<file path="src/rtl/lcd_drv_pkg.sv">
// Shared types, init command ROM and timing helpers for the HD44780-style LCD command driver.
package lcd_drv_pkg;

  localparam int LCD_CMD_W = 9;

  typedef enum logic [2:0] {
    IDLE,
    SETUP,
    PULSE,
    HOLD,
    WAIT,
    INIT_DELAY,
    INIT_ISSUE
  } state_e;

  localparam logic [LCD_CMD_W-1:0] INIT_FUNC_SET   = 9'h038;
  localparam logic [LCD_CMD_W-1:0] INIT_DISP_ON    = 9'h00C;
  localparam logic [LCD_CMD_W-1:0] INIT_CLEAR      = 9'h001;
  localparam logic [LCD_CMD_W-1:0] INIT_ENTRY_MODE = 9'h006;

  // Entry 0 is issued first.
  localparam logic [3:0][LCD_CMD_W-1:0] INIT_ROM =
    {INIT_ENTRY_MODE, INIT_CLEAR, INIT_DISP_ON, INIT_FUNC_SET};

  // Clear Display (01) and Return Home (02/03) need the long execution time.
  function automatic logic is_long_cmd(input logic [LCD_CMD_W-1:0] cmd);
    return !cmd[8] && (cmd[7:0] == 8'h01 || cmd[7:0] == 8'h02 || cmd[7:0] == 8'h03);
  endfunction

  function automatic int unsigned us_to_cyc(input int unsigned us,
                                            input int unsigned clk_hz = 50_000_000);
    return us * (clk_hz / 1_000_000);
  endfunction

  // Counter reload value so that a phase lasts n cycles; n == 0 still lasts one.
  function automatic int unsigned phase_load(input int unsigned n);
    return (n == 0) ? 0 : n - 1;
  endfunction

  function automatic int unsigned max2(input int unsigned a, input int unsigned b);
    return (a > b) ? a : b;
  endfunction

endpackage

</file>
<file path="src/rtl/lcd_delay_cnt.sv">
// Loadable saturating down-counter; done_o is high while the count is zero.
module lcd_delay_cnt #(
  parameter int unsigned     W       = 1,
  parameter logic [W-1:0]    RST_VAL = '0
) (
  input  logic         clk,
  input  logic         rst_n,
  input  logic         load_i,
  input  logic [W-1:0] load_val_i,
  output logic         done_o
);

  logic [W-1:0] cnt_q, cnt_d;

  always_comb begin
    cnt_d = cnt_q;
    if (load_i) begin
      cnt_d = load_val_i;
    end else if (cnt_q != '0) begin
      cnt_d = cnt_q - 1'b1;
    end
  end

  always_ff @(posedge clk or negedge rst_n) begin
    if (!rst_n) begin
      cnt_q <= RST_VAL;
    end else begin
      cnt_q <= cnt_d;
    end
  end

  assign done_o = (cnt_q == '0);

endmodule

</file>
<file path="src/rtl/lcd_cmd_driver.sv">
// HD44780 parallel-bus command driver: one command per handshake, setup/E-pulse/hold/exec-wait timing.
// Optional power-on init sequence enabled with `define LCD_INIT_SEQ_EN.
module lcd_cmd_driver
  import lcd_drv_pkg::*;
#(
  parameter int unsigned CLK_FREQ_HZ   = 50_000_000,
  parameter int unsigned SETUP_CYC     = 2,
  parameter int unsigned E_PULSE_CYC   = 12,
  parameter int unsigned HOLD_CYC      = 2,
  parameter int unsigned SHORT_WAIT_US = 40,
  parameter int unsigned LONG_WAIT_US  = 1600
`ifdef LCD_INIT_SEQ_EN
  ,
  parameter int unsigned POWERUP_US    = 40000
`endif
) (
  input  logic                 clk,
  input  logic                 rst_n,
  input  logic [LCD_CMD_W-1:0] cmd_i,
  input  logic                 cmd_valid_i,
  output logic                 cmd_ready_o,
  output logic                 busy_o,
  output logic                 init_done_o,
  output logic                 lcd_rs_o,
  output logic                 lcd_rw_o,
  output logic                 lcd_en_o,
  output logic [7:0]           lcd_data_o
);

  localparam int unsigned SHORT_CYC = us_to_cyc(SHORT_WAIT_US, CLK_FREQ_HZ);
  localparam int unsigned LONG_CYC  = us_to_cyc(LONG_WAIT_US, CLK_FREQ_HZ);
`ifdef LCD_INIT_SEQ_EN
  localparam int unsigned PWR_CYC   = us_to_cyc(POWERUP_US, CLK_FREQ_HZ);
`else
  localparam int unsigned PWR_CYC   = 0;
`endif
  localparam int unsigned MAX_CYC = max2(max2(max2(LONG_CYC, SHORT_CYC), PWR_CYC),
                                         max2(max2(SETUP_CYC, E_PULSE_CYC), HOLD_CYC));
  localparam int unsigned CW = (MAX_CYC > 2) ? $clog2(MAX_CYC) : 1;

  localparam logic [CW-1:0] SETUP_LD = CW'(phase_load(SETUP_CYC));
  localparam logic [CW-1:0] PULSE_LD = CW'(phase_load(E_PULSE_CYC));
  localparam logic [CW-1:0] HOLD_LD  = CW'(phase_load(HOLD_CYC));
  localparam logic [CW-1:0] SHORT_LD = CW'(phase_load(SHORT_CYC));
  localparam logic [CW-1:0] LONG_LD  = CW'(phase_load(LONG_CYC));
  localparam logic [CW-1:0] PWR_LD   = CW'(phase_load(PWR_CYC));

  state_e                 state_q, state_d;
  logic [LCD_CMD_W-1:0]   cmd_q, cmd_d;
  logic                   en_q, en_d;
  logic                   cnt_load;
  logic [CW-1:0]          cnt_load_val;
  logic                   cnt_done;
  logic                   cmd_ready;
  logic [CW-1:0]          wait_ld;

`ifdef LCD_INIT_SEQ_EN
  localparam state_e RST_STATE = INIT_DELAY;
  logic       init_done_q, init_done_d;
  logic [1:0] idx_q, idx_d;
  assign cmd_ready   = (state_q == IDLE) && init_done_q;
  assign init_done_o = init_done_q;
`else
  localparam state_e RST_STATE = IDLE;
  assign cmd_ready   = (state_q == IDLE);
  assign init_done_o = 1'b1;
`endif

  assign wait_ld = is_long_cmd(cmd_q) ? LONG_LD : SHORT_LD;

  lcd_delay_cnt #(
    .W       (CW),
    .RST_VAL (PWR_LD)
  ) u_delay_cnt (
    .clk        (clk),
    .rst_n      (rst_n),
    .load_i     (cnt_load),
    .load_val_i (cnt_load_val),
    .done_o     (cnt_done)
  );

  always_comb begin
    state_d      = state_q;
    cmd_d        = cmd_q;
    en_d         = 1'b0;
    cnt_load     = 1'b0;
    cnt_load_val = '0;
`ifdef LCD_INIT_SEQ_EN
    init_done_d  = init_done_q;
    idx_d        = idx_q;
`endif
    case (state_q)
      IDLE: begin
        if (cmd_valid_i && cmd_ready) begin
          cmd_d        = cmd_i;
          state_d      = SETUP;
          cnt_load     = 1'b1;
          cnt_load_val = SETUP_LD;
        end
      end
      SETUP: begin
        if (cnt_done) begin
          state_d      = PULSE;
          en_d         = 1'b1;
          cnt_load     = 1'b1;
          cnt_load_val = PULSE_LD;
        end
      end
      PULSE: begin
        en_d = 1'b1;
        if (cnt_done) begin
          state_d      = HOLD;
          en_d         = 1'b0;
          cnt_load     = 1'b1;
          cnt_load_val = HOLD_LD;
        end
      end
      HOLD: begin
        if (cnt_done) begin
          state_d      = WAIT;
          cnt_load     = 1'b1;
          cnt_load_val = wait_ld;
        end
      end
      WAIT: begin
        if (cnt_done) begin
          state_d = IDLE;
`ifdef LCD_INIT_SEQ_EN
          if (!init_done_q) begin
            if (idx_q == 2'd3) begin
              init_done_d = 1'b1;
            end else begin
              idx_d   = idx_q + 2'd1;
              state_d = INIT_ISSUE;
            end
          end
`endif
        end
      end
`ifdef LCD_INIT_SEQ_EN
      INIT_DELAY: begin
        if (cnt_done) begin
          state_d = INIT_ISSUE;
        end
      end
      INIT_ISSUE: begin
        cmd_d        = INIT_ROM[idx_q];
        state_d      = SETUP;
        cnt_load     = 1'b1;
        cnt_load_val = SETUP_LD;
      end
`endif
      default: begin
        state_d = IDLE;
      end
    endcase
  end

  always_ff @(posedge clk or negedge rst_n) begin
    if (!rst_n) begin
      state_q     <= RST_STATE;
      cmd_q       <= '0;
      en_q        <= 1'b0;
`ifdef LCD_INIT_SEQ_EN
      init_done_q <= 1'b0;
      idx_q       <= 2'd0;
`endif
    end else begin
      state_q     <= state_d;
      cmd_q       <= cmd_d;
      en_q        <= en_d;
`ifdef LCD_INIT_SEQ_EN
      init_done_q <= init_done_d;
      idx_q       <= idx_d;
`endif
    end
  end

  assign cmd_ready_o = cmd_ready;
  assign busy_o      = (state_q != IDLE);
  assign lcd_rs_o    = cmd_q[8];
  assign lcd_data_o  = cmd_q[7:0];
  assign lcd_en_o    = en_q;
  assign lcd_rw_o    = 1'b0;

endmodule

</file>
<file path="config.mk">
export PLATFORM = sky130hd
export DESIGN_NAME = lcd_cmd_driver
export DESIGN_NICKNAME = d
export VERILOG_FILES = /design/src/rtl/lcd_drv_pkg.sv /design/src/rtl/lcd_delay_cnt.sv /design/src/rtl/lcd_cmd_driver.sv
export SDC_FILE = /design/constraint.sdc
export NUM_CORES = 1
export LEC_CHECK = 0
export CORE_ASPECT_RATIO = 1.25
export CORE_MARGIN = 2
export CORE_UTILIZATION = 53
export CTS_CLUSTER_SIZE = 16
export DETAILED_ROUTE_END_ITERATION = 12
export PLACE_DENSITY_LB_ADDON = 0.25
export SLEW_MARGIN = 20
export SYNTH_ARGS = -nofsm -noshare
export SYNTH_HDL_FRONTEND = slang
export SYNTH_SLANG_ARGS = --single-unit
</file>
<file path="constraint.sdc">
create_clock -name clk -period 2.65 [get_ports clk]
set_clock_uncertainty 0.05 [all_clocks]
set_input_delay 0.6625 -clock clk [delete_from_list [all_inputs] [get_ports clk]]
set_output_delay 0.6625 -clock clk [all_outputs]
set_load 0.01 [all_outputs]
</file>
==> metrics.txt, run 1 <==
CP endpoint kind primary output; top post-synthesis cells by count nand2_1, dfrtp_1, a21oi_1, nor2_1, nor3_1; Synth Cell Area 0.001660 mm²; r2r startpoint u_delay_cnt.cnt_q[0]; grt ovf 0; drt total wl 3691 µm; crit share post-route 91.26%; CTS root buffer clkbuf_4; GRT busiest layer met2; RSZ-0062 raised after global routing no; placed cell count around 240; Residual DRC 0; Tot Pwr 1.939 mW; routing usage on met3 under 10%; Seq/Total Area, Yosys 45.21%; Overall Global Routing Usage 24.97%; synth top area cells dfrtp_1, nand2_1, a21oi_1; Final #Nets 229; io pins 26; die area 0.003599 mm²; Critical Path Source state_q[1]; Routed Antenna Nets 0; Most used DFF post-synth dfrtp_1; initial antenna violation count 0; outcome complete, no violations; Yosys top cell area share 45.21%; CP Max Fanout 11; Non-Filler Instances 252; Slew @ Worst Pin 0.7198 ns; fillers 224; share of layout cells above drive strength 1 10.19%; startpoint types register; met1 Usage GRT between 30% and 40%; Async S/R FF share, synth 100.0%; fmax a little over 400 MHz; Post-synth EDFFs 0; pwr/cell area 962.3 mW/mm²; Iter 0 DRT Violations 30; Max VDD drop 0.6741 mV; Via Count ~1,500; final worst path period need 2.418 ns; number of gates resized after CTS 0; R2R setup slack around 0.33 ns; CTS Hold Buffers Added 0; final core utilization about two thirds; Die Ht 66.58 µm; Worst path max stage delay 0.58 ns; Area growth, synth to finish 21.33%; Hold/Removal Path Class reg -> reg; Setup Fix Bufs, Post-CTS 0; CTS H-Tree Depth 2; Leak just under 0.9 nW; WHS 0.4677 ns; Synth cell types 40; Final Hold Vio Count 0; Pre-antenna DRT Iters 4; Port Buf Inserts 23; count leader, synth nand2_1; clk slew on worst S/H paths 0.09 ns; ant diodes 0; Core Region approximately 0.0030 mm²; wire per inst 14.65 µm; Final setup viols 0; WP data required approximately 1.9 ns; initial core utilization ~56%; met2 usage between 30% and 40%; DR vias/cell 5.774; Die X 54.06 µm; pin count of the biggest net entering global routing 31; Worst Hold Launch cmd_q[6]; Skew-Pair Late Insertion Delay between 0.3 and 0.4 ns; CTS tree done; setup TNS 0 ns; clk sinks 30; syn nets 201; global-route wire length before repair 6479 µm; Max Slew Vio Count 0; Slew headroom 51.57%; largest area contributor in the netlist dfrtp_1; Top delay family on crit path buffers and inverters; vias in the first global route 1,486; critical path arrival roughly 1.7 ns; Crit-path slowest cell clkdlybuf4s50_1; RD Place Congestion 0.9253; clk buf depth 2; crit-path cells nor3_2 > clkdlybuf4s50_1; CP bufs+invs 1; HPWL after detailed placement 2640 µm; CTS Buf Count 5; Synth Register Bits 30; max-cap violations 0; Crit Path Class reg -> out; synthesized area per cell 8.879 µm²; num rows 22; Mapped Cells around 190; Ys Warns 0
==> power by group <==
part	switching, mW	total, mW	internal, mW
Combinational	0.363	0.764	0.401
Clock	0.153	0.281	0.128
Sequential	0.252	0.893	0.642
==> worst register-to-register path: stages, from the launching register on <==
cell and delay [ns]:
dfrtp_1 0.38, inv_1 0.11, ha_1 0.16, nor4b_2 0.35
nand4_4 0.16, nor4_1 0.67, a21oi_1 0.08, a211oi_1 0.26
==> worst paths after layout <==
check | to | cells after the start
setup / recovery | cmd_ready_o | 2
hold / removal | cmd_q[6] | 2
max in group asynchronous | state_q[2] | 2
hold reg to reg | cmd_q[6] | 2
setup reg to reg | u_delay_cnt.cnt_q[7] | 7
min in group asynchronous | u_delay_cnt.cnt_q[6] | 2
==> placed cells by master, fill, tap and decap left out, types with 3 or more instances in the layout <==
cell	count
dfrtp_1	30
xor2_1	4
buf_4	8
nor3_1	7
xnor2_1	7
inv_1	3
clkbuf_4	5
nand2_1	37
nand3_1	6
nor2b_1	3
or3_1	3
a21oi_1	18
o21ai_0	4
nor4_1	3
clkdlybuf4s50_1	23
or4_1	3
nor2_1	16
==> registers in the layout, indices dropped and copies added, names as in the netlist <==
register           count
u_delay_cnt.cnt_q     17
lcd_en_o               1
cmd_q                  9
state_q                3
==> stage by stage <==
step / instance area [µm²] / setup WS (ns)
global route: 2014 / 0.08190
finish: 2014 / 0.2316
CTS: 2009 / 0.1138
detailed placement: 1949 / 0.3816
floorplan: 1660 / 0.6632
global placement: 1949 / 0.4790
==> metal layers <==
metal | vias up | part of all wire [%] | wire length, µm
met5 | - | 0 | 0
met1 | 688 | 43 | 1586
met3 | 14 | 5.5 | 202
met4 | 0 | 2.8 | 105
li1 | 705 | - | -
met2 | 48 | 49 | 1796
==> logic make-up (layout without fill, tap and decap cells) <==
group,count (synthesis),count (layout),share of synthesized area (%)
AOI/OAI and AO/OA,34,34,12.06
other,2,2,0.4523
adders and majority gates,2,2,1.507
xor gates and xnor gates,11,11,5.802
and+or+nand+nor,95,95,31.50
DFF,30,30,45.21
buffers and inverters,13,42,3.466
==> layout make-up <==
| type | instances | area (µm²) | area share [%] |
|---|---|---|---|
| repair buffers | 31 | 290.3 | 14.41 |
| clock buffers | 7 | 55.05 | 2.733 |
| inverters | 3 | 11.26 | 0.5590 |
| clock inverters | 1 | 5.005 | 0.2484 |
| well taps | 36 | 45.04 | 2.236 |
| flip-flops and latches | 30 | 750.7 | 37.27 |
| multi-input cells | 144 | 857.1 | 42.55 |
Power figures use the tool's default switching activity.
==> run 2: changes to the inputs <==
- TNS_END_PERCENT: unset -> 10
==> results of run 2 <==
Final layout, timing and power as in run 1 (identical DEF).
